File: src/rtl/booth_mult_seq_pkg.sv
// rtl/booth_mult_seq_pkg.sv - shared state encoding and Booth select codes
package booth_mult_seq_pkg;

    typedef enum logic {
        IDLE = 1'b0,
        RUN  = 1'b1
    } state_e;

    localparam logic [1:0] BOOTH_ADD = 2'b01;
    localparam logic [1:0] BOOTH_SUB = 2'b10;

    // Handshake shape shared with the divider: done lasts one cycle in IDLE.
    localparam int unsigned HS_DONE_CYCLES = 1;

    function automatic logic booth_sel_active(input logic [1:0] sel);
        return (sel == BOOTH_ADD) || (sel == BOOTH_SUB);
    endfunction

endpackage

File: src/rtl/booth_mult_seq_if.sv
// rtl/booth_mult_seq_if.sv - start/busy/done multiply handshake bundle
interface booth_mult_seq_if #(
    parameter int WIDTH = 8
);
    logic                   start;
    logic [WIDTH-1:0]       multiplicand;
    logic [WIDTH-1:0]       multiplier;
    logic                   busy;
    logic                   done;
    logic [2*WIDTH-1:0]     product;

    modport master (
        output start, multiplicand, multiplier,
        input  busy, done, product
    );

    modport slave (
        input  start, multiplicand, multiplier,
        output busy, done, product
    );
endinterface

File: src/rtl/booth_mult_seq_addsub_nbit.sv
// rtl/booth_mult_seq_addsub_nbit.sv - ripple adder/subtractor, sum = a + (b ^ {N{sub}}) + sub
module addsub_nbit #(
    parameter int N = 9
) (
    input  logic [N-1:0] a,
    input  logic [N-1:0] b,
    input  logic         sub,
    output logic [N-1:0] sum
);
    logic [N-1:0] carry;
    logic [N-1:0] b_eff;

    assign carry[0] = sub;
    assign b_eff    = b ^ {N{sub}};

    // Final carry-out is deliberately not produced; the accumulator is wide enough.
    for (genvar i = 0; i < N; i++) begin : g_cell
        assign sum[i] = a[i] ^ b_eff[i] ^ carry[i];
        if (i < N - 1) begin : g_carry
            assign carry[i+1] = (a[i] & b_eff[i]) | (carry[i] & (a[i] ^ b_eff[i]));
        end
    end
endmodule

File: src/rtl/booth_mult_seq.sv
// rtl/booth_mult_seq.sv - sequential radix-2 Booth multiplier, one step per clock
module booth_mult_seq #(
    parameter int WIDTH = 8,
    parameter int CW    = 4
) (
    input  logic              clk,
    input  logic              rst,
    booth_mult_seq_if.slave   bus
);
    import booth_mult_seq_pkg::*;

    state_e               state_q, state_d;
    logic [WIDTH:0]       a_q, a_d;
    logic [WIDTH-1:0]     q_q, q_d;
    logic                 qm1_q, qm1_d;
    logic [WIDTH:0]       m_q, m_d;
    logic [CW-1:0]        count_q, count_d;
    logic                 busy_q, busy_d;
    logic                 done_q, done_d;
    logic [2*WIDTH-1:0]   product_q, product_d;

    logic [1:0]           sel;
    logic [WIDTH:0]       sum;
    logic [WIDTH:0]       t;
    logic [WIDTH:0]       a_shift;
    logic [WIDTH-1:0]     q_shift;

    assign sel = {q_q[0], qm1_q};

    addsub_nbit #(.N(WIDTH + 1)) u_addsub (
        .a   (a_q),
        .b   (m_q),
        .sub (sel == BOOTH_SUB),
        .sum (sum)
    );

    // Arithmetic shift of {T, Q, q_m1} as one wide register.
    always_comb begin
        t       = booth_sel_active(sel) ? sum : a_q;
        a_shift = {t[WIDTH], t[WIDTH:1]};
        q_shift = {t[0], q_q[WIDTH-1:1]};
    end

    always_comb begin
        state_d   = state_q;
        a_d       = a_q;
        q_d       = q_q;
        qm1_d     = qm1_q;
        m_d       = m_q;
        count_d   = count_q;
        done_d    = 1'b0;
        product_d = product_q;
        case (state_q)
            IDLE: begin
                if (bus.start) begin
                    a_d     = '0;
                    q_d     = bus.multiplier;
                    qm1_d   = 1'b0;
                    m_d     = {bus.multiplicand[WIDTH-1], bus.multiplicand};
                    count_d = CW'(WIDTH);
                    state_d = RUN;
                end
            end
            RUN: begin
                a_d     = a_shift;
                q_d     = q_shift;
                qm1_d   = q_q[0];
                count_d = count_q - CW'(1);
                if (count_q == CW'(1)) begin
                    product_d = {a_shift[WIDTH-1:0], q_shift};
                    done_d    = 1'b1;
                    state_d   = IDLE;
                end
            end
            default: state_d = IDLE;
        endcase
        busy_d = (state_d == RUN);
    end

    always_ff @(posedge clk) begin
        if (rst) begin
            state_q   <= IDLE;
            a_q       <= '0;
            q_q       <= '0;
            qm1_q     <= 1'b0;
            m_q       <= '0;
            count_q   <= '0;
            busy_q    <= 1'b0;
            done_q    <= 1'b0;
            product_q <= '0;
        end else begin
            state_q   <= state_d;
            a_q       <= a_d;
            q_q       <= q_d;
            qm1_q     <= qm1_d;
            m_q       <= m_d;
            count_q   <= count_d;
            busy_q    <= busy_d;
            done_q    <= done_d;
            product_q <= product_d;
        end
    end

    assign bus.busy    = busy_q;
    assign bus.done    = done_q;
    assign bus.product = product_q;

endmodule
File: src/flat_wrapper.sv
// flat-port wrapper written by rule: the top's interface ports become plain ports
module booth_mult_seq_flat import booth_mult_seq_pkg::*;
#(
    parameter int WIDTH = 8,
    parameter int CW    = 4
)
  (clk, rst, bus_start, bus_multiplicand, bus_multiplier, bus_busy, bus_done, bus_product);
  booth_mult_seq_if #(.WIDTH(WIDTH)) bus_i ();
  input  logic clk;
  input  logic rst;
  input wire logic [$bits(bus_i.start)-1:0] bus_start;
  input wire logic [$bits(bus_i.multiplicand)-1:0] bus_multiplicand;
  input wire logic [$bits(bus_i.multiplier)-1:0] bus_multiplier;
  output wire logic [$bits(bus_i.busy)-1:0] bus_busy;
  output wire logic [$bits(bus_i.done)-1:0] bus_done;
  output wire logic [$bits(bus_i.product)-1:0] bus_product;
  assign bus_i.start = bus_start;
  assign bus_i.multiplicand = bus_multiplicand;
  assign bus_i.multiplier = bus_multiplier;
  assign bus_busy = bus_i.busy;
  assign bus_done = bus_i.done;
  assign bus_product = bus_i.product;
  booth_mult_seq #(.WIDTH(WIDTH), .CW(CW)) u_core (.clk(clk), .rst(rst), .bus(bus_i));
endmodule
File: config.mk
export PLATFORM = sky130hd
export DESIGN_NAME = booth_mult_seq_flat
export DESIGN_NICKNAME = d
export VERILOG_FILES = /design/src/rtl/booth_mult_seq_pkg.sv /design/src/rtl/booth_mult_seq_if.sv /design/src/rtl/booth_mult_seq_addsub_nbit.sv /design/src/rtl/booth_mult_seq.sv /design/src/flat_wrapper.sv
export SDC_FILE = /design/constraint.sdc
export NUM_CORES = 1
export LEC_CHECK = 0
export CAP_MARGIN = 20
export CORE_ASPECT_RATIO = 0.7
export CORE_MARGIN = 8
export CORE_UTILIZATION = 30
export CTS_CLUSTER_DIAMETER = 50
export CTS_CLUSTER_SIZE = 25
export DETAILED_ROUTE_END_ITERATION = 8
export PLACE_DENSITY = 0.53
export SETUP_SLACK_MARGIN = 0.05
export SLEW_MARGIN = 20
export SYNTH_ARGS = -nofsm -noshare
export SYNTH_HDL_FRONTEND = slang
export SYNTH_HIERARCHICAL = 1
export SYNTH_SLANG_ARGS = --single-unit
File: constraint.sdc
create_clock -name clk -period 8.8 [get_ports clk]
set_input_delay 1.76 -clock clk [delete_from_list [all_inputs] [get_ports clk]]
set_output_delay 1.76 -clock clk [all_outputs]
set_load 0.02 [all_outputs]
==> reports/qor.csv <==
metric;value;unit
outcome;completed;
Post-DP Area;2660;um^2
setup TNS;0;ns
gr ovfl total;0;
First-pass DRT Iterations;4;
Hold Fails Final Rpt;0;
met2 Use GR;13.6;%
Most Crowded Layer GR;met2;
initial antenna violation count;0;
I/O Pins;37;
# port buffers;36;
syn_area_per_cell;10.4;um^2
Post-synth ARST share;0;%
synthesized flop and latch total;47;
Setup CP Type;reg -> reg;
Post CTS Setup Buffer Count;0;
final wirelength;4.73;mm
Tmin final;4.48;ns
VDD IR max;0.106;mV
Worst Tran Pin Value;0.961;ns
cell depth of the worst flop-to-flop path;15;
data arrival time of the worst path;4.71;ns
endpoint class of the critical path;flop;
clock slew at reported path FFs;0.10;ns
layout cell share with drive strength beyond 1;12.1;%
CP Launch Type;flop;
CORE AREA;7250;um^2
Root Buffer Master;clkbuf_8;
Distinct cells, synth;35;
vias per cell;4.47;
Clock Tree Buf Depth;2;
DRT iter0 DRCs;56;
YS warnings;6;
Layout Area Growth over Synthesis;24.6;%
Max Cap Viol;0;
Worst Clk Skew;0.0126;ns
commonest cells after routing, fill and taps aside;47 x dfxtp_1, 36 x clkdlybuf4s50_1, 24 x nor2_1;
Clock Sinks;47;
drt wl/cell;13.7;um
largest net degree at the start of global routing;40;
sequential area share after synthesis;42.0;%
crit share post-route;50.9;%
fmax;0.223;GHz
met1 Usage GRT;13.1;%
# diodes;0;
die width;119;um
TritonCTS clock tree;done;
hold depth;1;
Critical Path RT;9.03;ns
Post-Syn Instances;216;
post-DP HPWL;3.29;mm
ANT nets after route;0;
Overall Global Routing Usage;9.41;%
global-route wire length before repair;7.98;mm
full die area;10500;um^2
Area contributors post-synth;dfxtp_1 42%, mux2i_1 8.9%, fa_1 6.3%;
htree depth;2;
starting density of the core;30.9;%
Die Y;88.3;um
Clock Latency Late Sink;0.30;ns
design area;2790;um^2
Worst Hold Class;reg -> reg;
Slew Limit Fails;0;
vias in the first global route;1537;
Max transition margin;35.7;%
hold buffers post-CTS;0;
top_reg_cell synth;dfxtp_1;
cts bufs inserted;5;
Synth top area share;42.0;%
RSZ-0062 raised after global routing;false;
Synth Net Count;245;
Rows;26;
drt drc;0;
post_cts resized;0;
total leakage power;1.04;nW
most common cell after layout, fill and taps aside;dfxtp_1;
pwr dens;172;nW/um^2
mapped cell area;2240;um^2
Final Net Count;276;
M3 GR Usage;3.31;%
vias;1545;
Final GP Congestion;0.739;
Post-synth EDFFs;0;
crit path max fanout;9;
Final setup viols;0;
area leader, netlist;dfxtp_1;
-- final cells by class --
cell class / count / area [um^2]
Fill cell: 704 / 4460
Clock inverter: 3 / 67.6
Multi-Input combinational cell: 137 / 1140
Clock buffer: 5 / 68.8
Timing Repair Buffer: 39 / 383
Inverter: 17 / 68.8
Tap cell: 98 / 123
Sequential cell: 47 / 941
-- metrics by stage --
stage          instances  setup WS [ns]  total power, mW  util, %  hold slack, ns
2_1_floorplan        216           4.76            0.277        -           0.456
3_3_place_gp         338           4.44            0.296     36.6           0.448
3_5_place_dp         338           4.36            0.296     36.6           0.446
4_1_cts              346           4.29            0.485     38.5           0.480
5_1_grt              346           3.96            0.504     38.5           0.496
6_report             346           4.32            0.479     38.5           0.474
-- state kept, by name, indices dropped and copies added (netlist names) --
register,flops
u_core/a_q,8
u_core/bus.busy,1
u_core/bus.done,1
u_core/bus.product,16
u_core/count_q,4
u_core/m_q,8
u_core/q_q,8
u_core/qm1_q,1
-- cells in the mapped netlist, types with 3 or more instances --
cell       instances
fa_1               7
buf_2              8
a21oi_1            9
ha_1               3
mux2_2            12
o2bb2ai_1          5
a22o_1            11
nor2_1            24
clkbuf_1           4
dfxtp_1           47
nor3b_1            8
inv_1             16
mux2i_1           20
nor2b_1            7
o21ba_2            3
xnor2_1            8
-- layer usage --
layer,routed length [um],vias to the layer above
li1,-,789
met1,2530,733
met2,1930,21
met3,251,2
met4,23,0
met5,0,-
-- report_power, final --
group	internal, mW	switching, mW
clock	0.113	0.0752
combinational	0.0322	0.0314
sequential	0.220	0.00655
total	0.366	0.113
-- worst max-delay path, stage by stage (launching register included) --
cell     delay, ns
dfxtp_1       0.38
ha_1          0.49
xor2_1        0.24
fa_1          0.19
inv_1         0.04
fa_1          0.40
fa_1          0.40
fa_1          0.39
fa_1          0.38
fa_1          0.38
fa_1          0.39
xnor2_1       0.17
xnor2_1       0.13
nor2b_1       0.19
nand2_1       0.07
a21oi_1       0.14
-- path summary, 6_finish.rpt --
| path | from | endpoint | slack [ns] |
|---|---|---|---|
| worst min-delay path | u_core/bus.product[9] | u_core/bus.product[9] | 0.47 |
| worst max-delay path | u_core/q_q[0] | u_core/a_q[7] | 4.32 |
| worst min register to register | u_core/bus.product[9] | u_core/bus.product[9] | 0.47 |
| worst max register to register | u_core/q_q[0] | u_core/a_q[7] | 4.32 |
-- cell families (layout without fill, tap and decap cells) --
group	Yosys count	count (layout)	synth area share, %
XOR/XNOR	11	11	4.63
buffers and inverters	32	64	7.09
AND/OR/NAND/NOR	48	48	11.0
adder cells (fa/ha/maj)	10	10	7.93
flip-flops	47	47	42.0
multiplexers	32	32	15.0
AO/OA/AOI/OAI	36	36	12.4
Note: power is estimated with default switching activity, not from simulation.
